<file path="config.mk">
export PLATFORM = sky130hd
export DESIGN_NAME = uart_echo_ctrl
export DESIGN_NICKNAME = d
export VERILOG_FILES = /design/src/rtl/uart_echo_ctrl.sv
export SDC_FILE = /design/constraint.sdc
export NUM_CORES = 1
export LEC_CHECK = 0
export CAP_MARGIN = 10
export CORE_ASPECT_RATIO = 1.2
export CORE_MARGIN = 2
export CORE_UTILIZATION = 41
export CTS_CLUSTER_SIZE = 10
export DETAILED_ROUTE_END_ITERATION = 7
export HOLD_SLACK_MARGIN = 0.03
export SLEW_MARGIN = 10
export SYNTH_ARGS = -nofsm -noshare
export SYNTH_HDL_FRONTEND = slang
export SYNTH_SLANG_ARGS = --single-unit
</file>
<file path="constraint.sdc">
create_clock -name clk -period 2.3 [get_ports clk]
set_input_delay 0.46 -clock clk [delete_from_list [all_inputs] [get_ports clk]]
set_output_delay 0.46 -clock clk [all_outputs]
set_load 0.02 [all_outputs]
</file>
<file path="src/rtl/uart_echo_ctrl.sv">
// uart_echo_ctrl: byte-echo responder between a UART_Rx and a UART_Tx.
// Received bytes (rising edge of rx_val) are queued in a small FIFO and
// replayed in order through the tx_val/busy handshake. tx_sel tells the
// shared baud generator that the echo transmitter currently owns it.
// Optional build macro ECHO_UPPER_EN: fold 'a'..'z' to upper case on push.
module uart_echo_ctrl #(
    parameter int DEPTH        = 8,
    parameter int ADDR_W       = 3,
    parameter int BUSY_TIMEOUT = 64,
    parameter int GAP_CYCLES   = 2
) (
    input  logic              clk,
    input  logic              rst,
    input  logic              rx_val,
    input  logic [7:0]        rx_data,
    input  logic              busy,
    input  logic              clr_ovf,
    output logic              tx_val,
    output logic [7:0]        tx_data,
    output logic              tx_sel,
    output logic [ADDR_W:0]   count,
    output logic              ovf,
    output logic              timeout
);

    localparam int TCNT_W = (BUSY_TIMEOUT > 1) ? $clog2(BUSY_TIMEOUT) : 1;
    localparam int GCNT_W = (GAP_CYCLES > 1) ? $clog2(GAP_CYCLES) : 1;
    localparam logic [TCNT_W-1:0] TCNT_LAST = TCNT_W'(BUSY_TIMEOUT - 1);
    localparam logic [GCNT_W-1:0] GCNT_LAST = GCNT_W'((GAP_CYCLES > 0) ? GAP_CYCLES - 1 : 0);
    localparam logic [ADDR_W:0]   FULL      = (ADDR_W + 1)'(DEPTH);

    typedef enum logic [2:0] {
        IDLE,
        LOAD,
        REQ,
        WAIT_LO,
        GAP
    } state_t;

    state_t            state, state_next;
    logic [TCNT_W-1:0] tcnt, tcnt_next;
    logic [GCNT_W-1:0] gcnt, gcnt_next;

    logic [7:0]        mem [DEPTH];
    logic [ADDR_W-1:0] wr_ptr, rd_ptr;
    logic              rx_val_d;
    logic              push, pop, accept, load;
    logic [7:0]        push_byte;

    // Byte transform applied on the way into the FIFO.
    function automatic logic [7:0] fold_case(input logic [7:0] b);
`ifdef ECHO_UPPER_EN
        if (b >= 8'h61 && b <= 8'h7A) begin
            return b - 8'h20;
        end
`endif
        return b;
    endfunction

    // A full FIFO still takes a byte when the head leaves in the same cycle.
    assign push      = rx_val & ~rx_val_d;
    assign accept    = push & ((count != FULL) | pop);
    assign push_byte = fold_case(rx_data);

    // FIFO storage: data only, no reset needed.
    always_ff @(posedge clk) begin
        if (accept) begin
            mem[wr_ptr] <= push_byte;
        end
    end

    // FIFO pointers, occupancy, overflow flag, edge detect and tx_data register.
    always_ff @(posedge clk) begin
        if (rst) begin
            rx_val_d <= 1'b0;
            wr_ptr   <= '0;
            rd_ptr   <= '0;
            count    <= '0;
            ovf      <= 1'b0;
            tx_data  <= 8'h00;
        end else begin
            rx_val_d <= rx_val;
            if (accept) begin
                wr_ptr <= wr_ptr + 1'b1;
            end
            if (pop) begin
                rd_ptr <= rd_ptr + 1'b1;
            end
            case ({accept, pop})
                2'b10:   count <= count + 1'b1;
                2'b01:   count <= count - 1'b1;
                default: count <= count;
            endcase
            // A fresh overflow takes priority over a clear in the same cycle.
            if (push & ~accept) begin
                ovf <= 1'b1;
            end else if (clr_ovf) begin
                ovf <= 1'b0;
            end
            if (load) begin
                tx_data <= mem[rd_ptr];
            end
        end
    end

    // Transmit FSM state and its cycle counters.
    always_ff @(posedge clk) begin
        if (rst) begin
            state <= IDLE;
            tcnt  <= '0;
            gcnt  <= '0;
        end else begin
            state <= state_next;
            tcnt  <= tcnt_next;
            gcnt  <= gcnt_next;
        end
    end

    // Next-state and handshake outputs; busy seen in REQ is the acceptance.
    always_comb begin
        state_next = state;
        tcnt_next  = tcnt;
        gcnt_next  = gcnt;
        tx_val     = 1'b0;
        tx_sel     = 1'b0;
        timeout    = 1'b0;
        pop        = 1'b0;
        load       = 1'b0;
        case (state)
            IDLE: begin
                if (count != '0) begin
                    state_next = LOAD;
                end
            end
            LOAD: begin
                tx_sel     = 1'b1;
                load       = 1'b1;
                tcnt_next  = '0;
                state_next = REQ;
            end
            REQ: begin
                tx_val = 1'b1;
                tx_sel = 1'b1;
                if (busy) begin
                    pop        = 1'b1;
                    tcnt_next  = '0;
                    state_next = WAIT_LO;
                end else if (tcnt == TCNT_LAST) begin
                    // Give up on this attempt; the head stays queued for a retry.
                    timeout    = 1'b1;
                    tcnt_next  = '0;
                    state_next = IDLE;
                end else begin
                    tcnt_next = tcnt + 1'b1;
                end
            end
            WAIT_LO: begin
                tx_sel = 1'b1;
                if (!busy) begin
                    gcnt_next = '0;
                    if (GAP_CYCLES == 0) begin
                        state_next = IDLE;
                    end else begin
                        state_next = GAP;
                    end
                end
            end
            GAP: begin
                if (gcnt == GCNT_LAST) begin
                    gcnt_next  = '0;
                    state_next = IDLE;
                end else begin
                    gcnt_next = gcnt + 1'b1;
                end
            end
            default: begin
                state_next = IDLE;
            end
        endcase
    end

endmodule

</file>
==> reports/metrics.cfg <==
[outcome]
status=finished, final reports clean

[global_route]
groute.usage.overall_pct=14.7
grt_overflow=0
grt_pass1_vias=2212
grt_max_degree=34
antenna_found_initial=0
grt_pass1_wl_mm=11.1

[setup_path]
crit_path_start_kind=register
critical-path-slowest-cell=dfxtp_1
end_kind=output pin
crit_fanout=4
critPathMaxStageDelay_ns=0.38
criticalPathCategory=register to output pin
critPathTopFamily=simple AND/OR/NAND/NOR gates
crit_chain=ha_1 > and3_1 > nand3_1 > nor4_2 > clkbuf_2
worst-path-buf-inv=1
worstPathArrival_ns=1.67
cp_data_required_time_ns=1.84

[place]
hpwl_mm=4.64
placed_area_sq_um=4370
gp_congestion=0.726
portBuffers=28

[layout]
n_antenna_cell=0
final_common_cell=edfxtp_1
nets=332
syn2layout_area_growth_pct=18.5
layout_common_cells=edfxtp_1, nor2_1, dfxtp_1
drive_above_1_share_pct=20.3
final_area_sq_um=4540

[pwr]
cellPowerDensity_nw_per_um2=899
p_leak_nw=1.49
peakVddDrop_uv=332
total_power_mw=4.09

[logic_synthesis]
synth-main-ff-cell=edfxtp_1
ys_seq_area_share_pct=65.8
yosys_warnings=0
syn_area_per_cell_sq_um=14.4
syn_area_sq_um=3830
synth_edf_count=64
synthDistinctLibCells=40
synthesis.nets=283
synthCells=266
synth_seq_cells=94
async_flop_share_pct=0

[hold_path]
hold_class=register to register

[timing]
rsz0062_at_grt=false
fin_crit_sh_pct=92.6
period_needed_ns=2.13
finalSetupViolCount=0
timing.fmax_mhz=469
slew_headroom_pct=70.5
slew_viol_final=0
hold_viol_final=0
worst_pin_slew_ns=0.443
skew_ns=0.00942

[floorplan]
die_h_microns=110
initial_core_util_pct=42.2
core_area_sq_um=9080
row_count=38
die_w_microns=92.3
io_pins=29
fp.dieArea_sq_um=10100

[clock_tree]
clkSinkCount=94
clock_path_buffers=2
cts_buffers=9
path_clk_slew_ns=0.09
cts_hold_buf=0
clock_latency_ns=0.35
htree_levels=3
cts-root-buf=clkbuf_8
cts_tree=yes

[route]
drcViolationCount=0
vias_per_cell=5.13
drtPass1Iterations=4
wirelength_mm=6.98
antenna_left=0
vias=2259
drt_iter0_drc=122
wl_per_cell_microns=15.9

[flow_run]
maxCapViolations=0

[worst register-to-register path: cells and delay by family, from the launching register on]
family                   cells  cell delay, ns
AO/OA/AOI/OAI                1            0.19
adder cells (fa/ha/maj)      1            0.18
multiplexers                 1            0.32
AND/OR/NAND/NOR              3            0.53
XOR/XNOR                     1            0.12
flip-flops                   1            0.36
[repair_timing]
item                       CTS  global route
buffers inserted             0             0
setup endpoints to repair    1             3
resized for setup            1             6
[synthesized netlist by cell type (all sizes together), types with 2 or more instances]
| cell | count | share of area [%] |
|---|---|---|
| a21oi | 9 | 1.2 |
| nand2 | 10 | 0.98 |
| o22ai | 8 | 1.3 |
| nand3 | 2 | 0.26 |
| o21ai | 4 | 0.52 |
| nor3b | 3 | 0.88 |
| mux2 | 2 | 0.78 |
| edfxtp | 64 | 50 |
| dfxtp | 30 | 16 |
| buf | 7 | 1.3 |
| clkbuf | 6 | 0.59 |
| and3 | 2 | 0.33 |
| inv | 2 | 0.20 |
| nand2b | 9 | 1.5 |
| a22oi | 3 | 0.72 |
| nor2b | 9 | 1.5 |
| ha | 4 | 1.3 |
| mux4 | 16 | 9.4 |
| mux2i | 2 | 0.52 |
| nor2 | 31 | 3.0 |
| nor3 | 22 | 3.0 |
| xnor2 | 8 | 1.8 |
[report_power, final]
part	switching (mW)	leakage [nW]	internal, mW
clock network	0.573	0.0872	0.403
logic	0.561	0.582	0.522
registers	0.0971	0.825	1.93
total	1.23	1.49	2.85
[sequential cells by signal, summed over array words and instances, names as in the netlist]
signal	flops
tcnt	6
rd_ptr	3
gcnt	1
ovf	1
count	4
rx_val_d	1
wr_ptr	3
tx_data	8
mem	64
state	3
[routing by layer]
layer	wire length (microns)	share of wire [%]	GRT usage [%]
met1	3100	44	18.2
met2	3550	51	25.2
met3	241	3.5	3.56
met4	91	1.3	5.12
met5	0	0	0
[layout make-up]
class	instances	area, sq um
inverters	2	7.51
multi-input cells	157	1240
fillers	804	4540
clock buffers	10	128
well taps	120	150
flip-flops and latches	94	2520
clock inverters	6	47.5
repair buffers	51	448
[kinds of logic after synthesis]
family | after synthesis | share of synthesized area (%)
buffers and inverters | 15 | 2.06
adder cells (fa/ha/maj) | 4 | 1.31
multiplexers | 20 | 10.7
flip-flops | 94 | 65.8
AND/OR/NAND/NOR | 95 | 13.3
AO/OA/AOI/OAI | 29 | 4.83
XOR/XNOR | 9 | 2.06
[metrics by stage]
stage | hold WS [ns] | cells | setup WS [ns] | util, % | setup TNS (ns)
6_report | 0.498 | 440 | 0.170 | 50.0 | 0
5_1_grt | 0.519 | 440 | 0.00600 | 50.0 | 0
4_1_cts | 0.502 | 440 | 0.00783 | 50.0 | 0
3_5_place_dp | 0.484 | 424 | -0.0868 | 48.1 | -0.112
3_3_place_gp | 0.486 | 424 | -0.0663 | 48.1 | -0.102
2_1_floorplan | 0.476 | 266 | 0.227 | - | 0
[path summary, 6_finish.rpt]
kind,slack [ns],cells after the start,to,startpoint
worst max-delay path,0.17,5,timeout,tcnt[0]
worst min-delay path,0.50,2,tx_data[0],tx_data[0]
worst max register to register,0.49,7,count[2],state[0]
worst min register to register,0.50,2,tx_data[0],tx_data[0]
No activity file was read; power rests on OpenSTA's default activity.
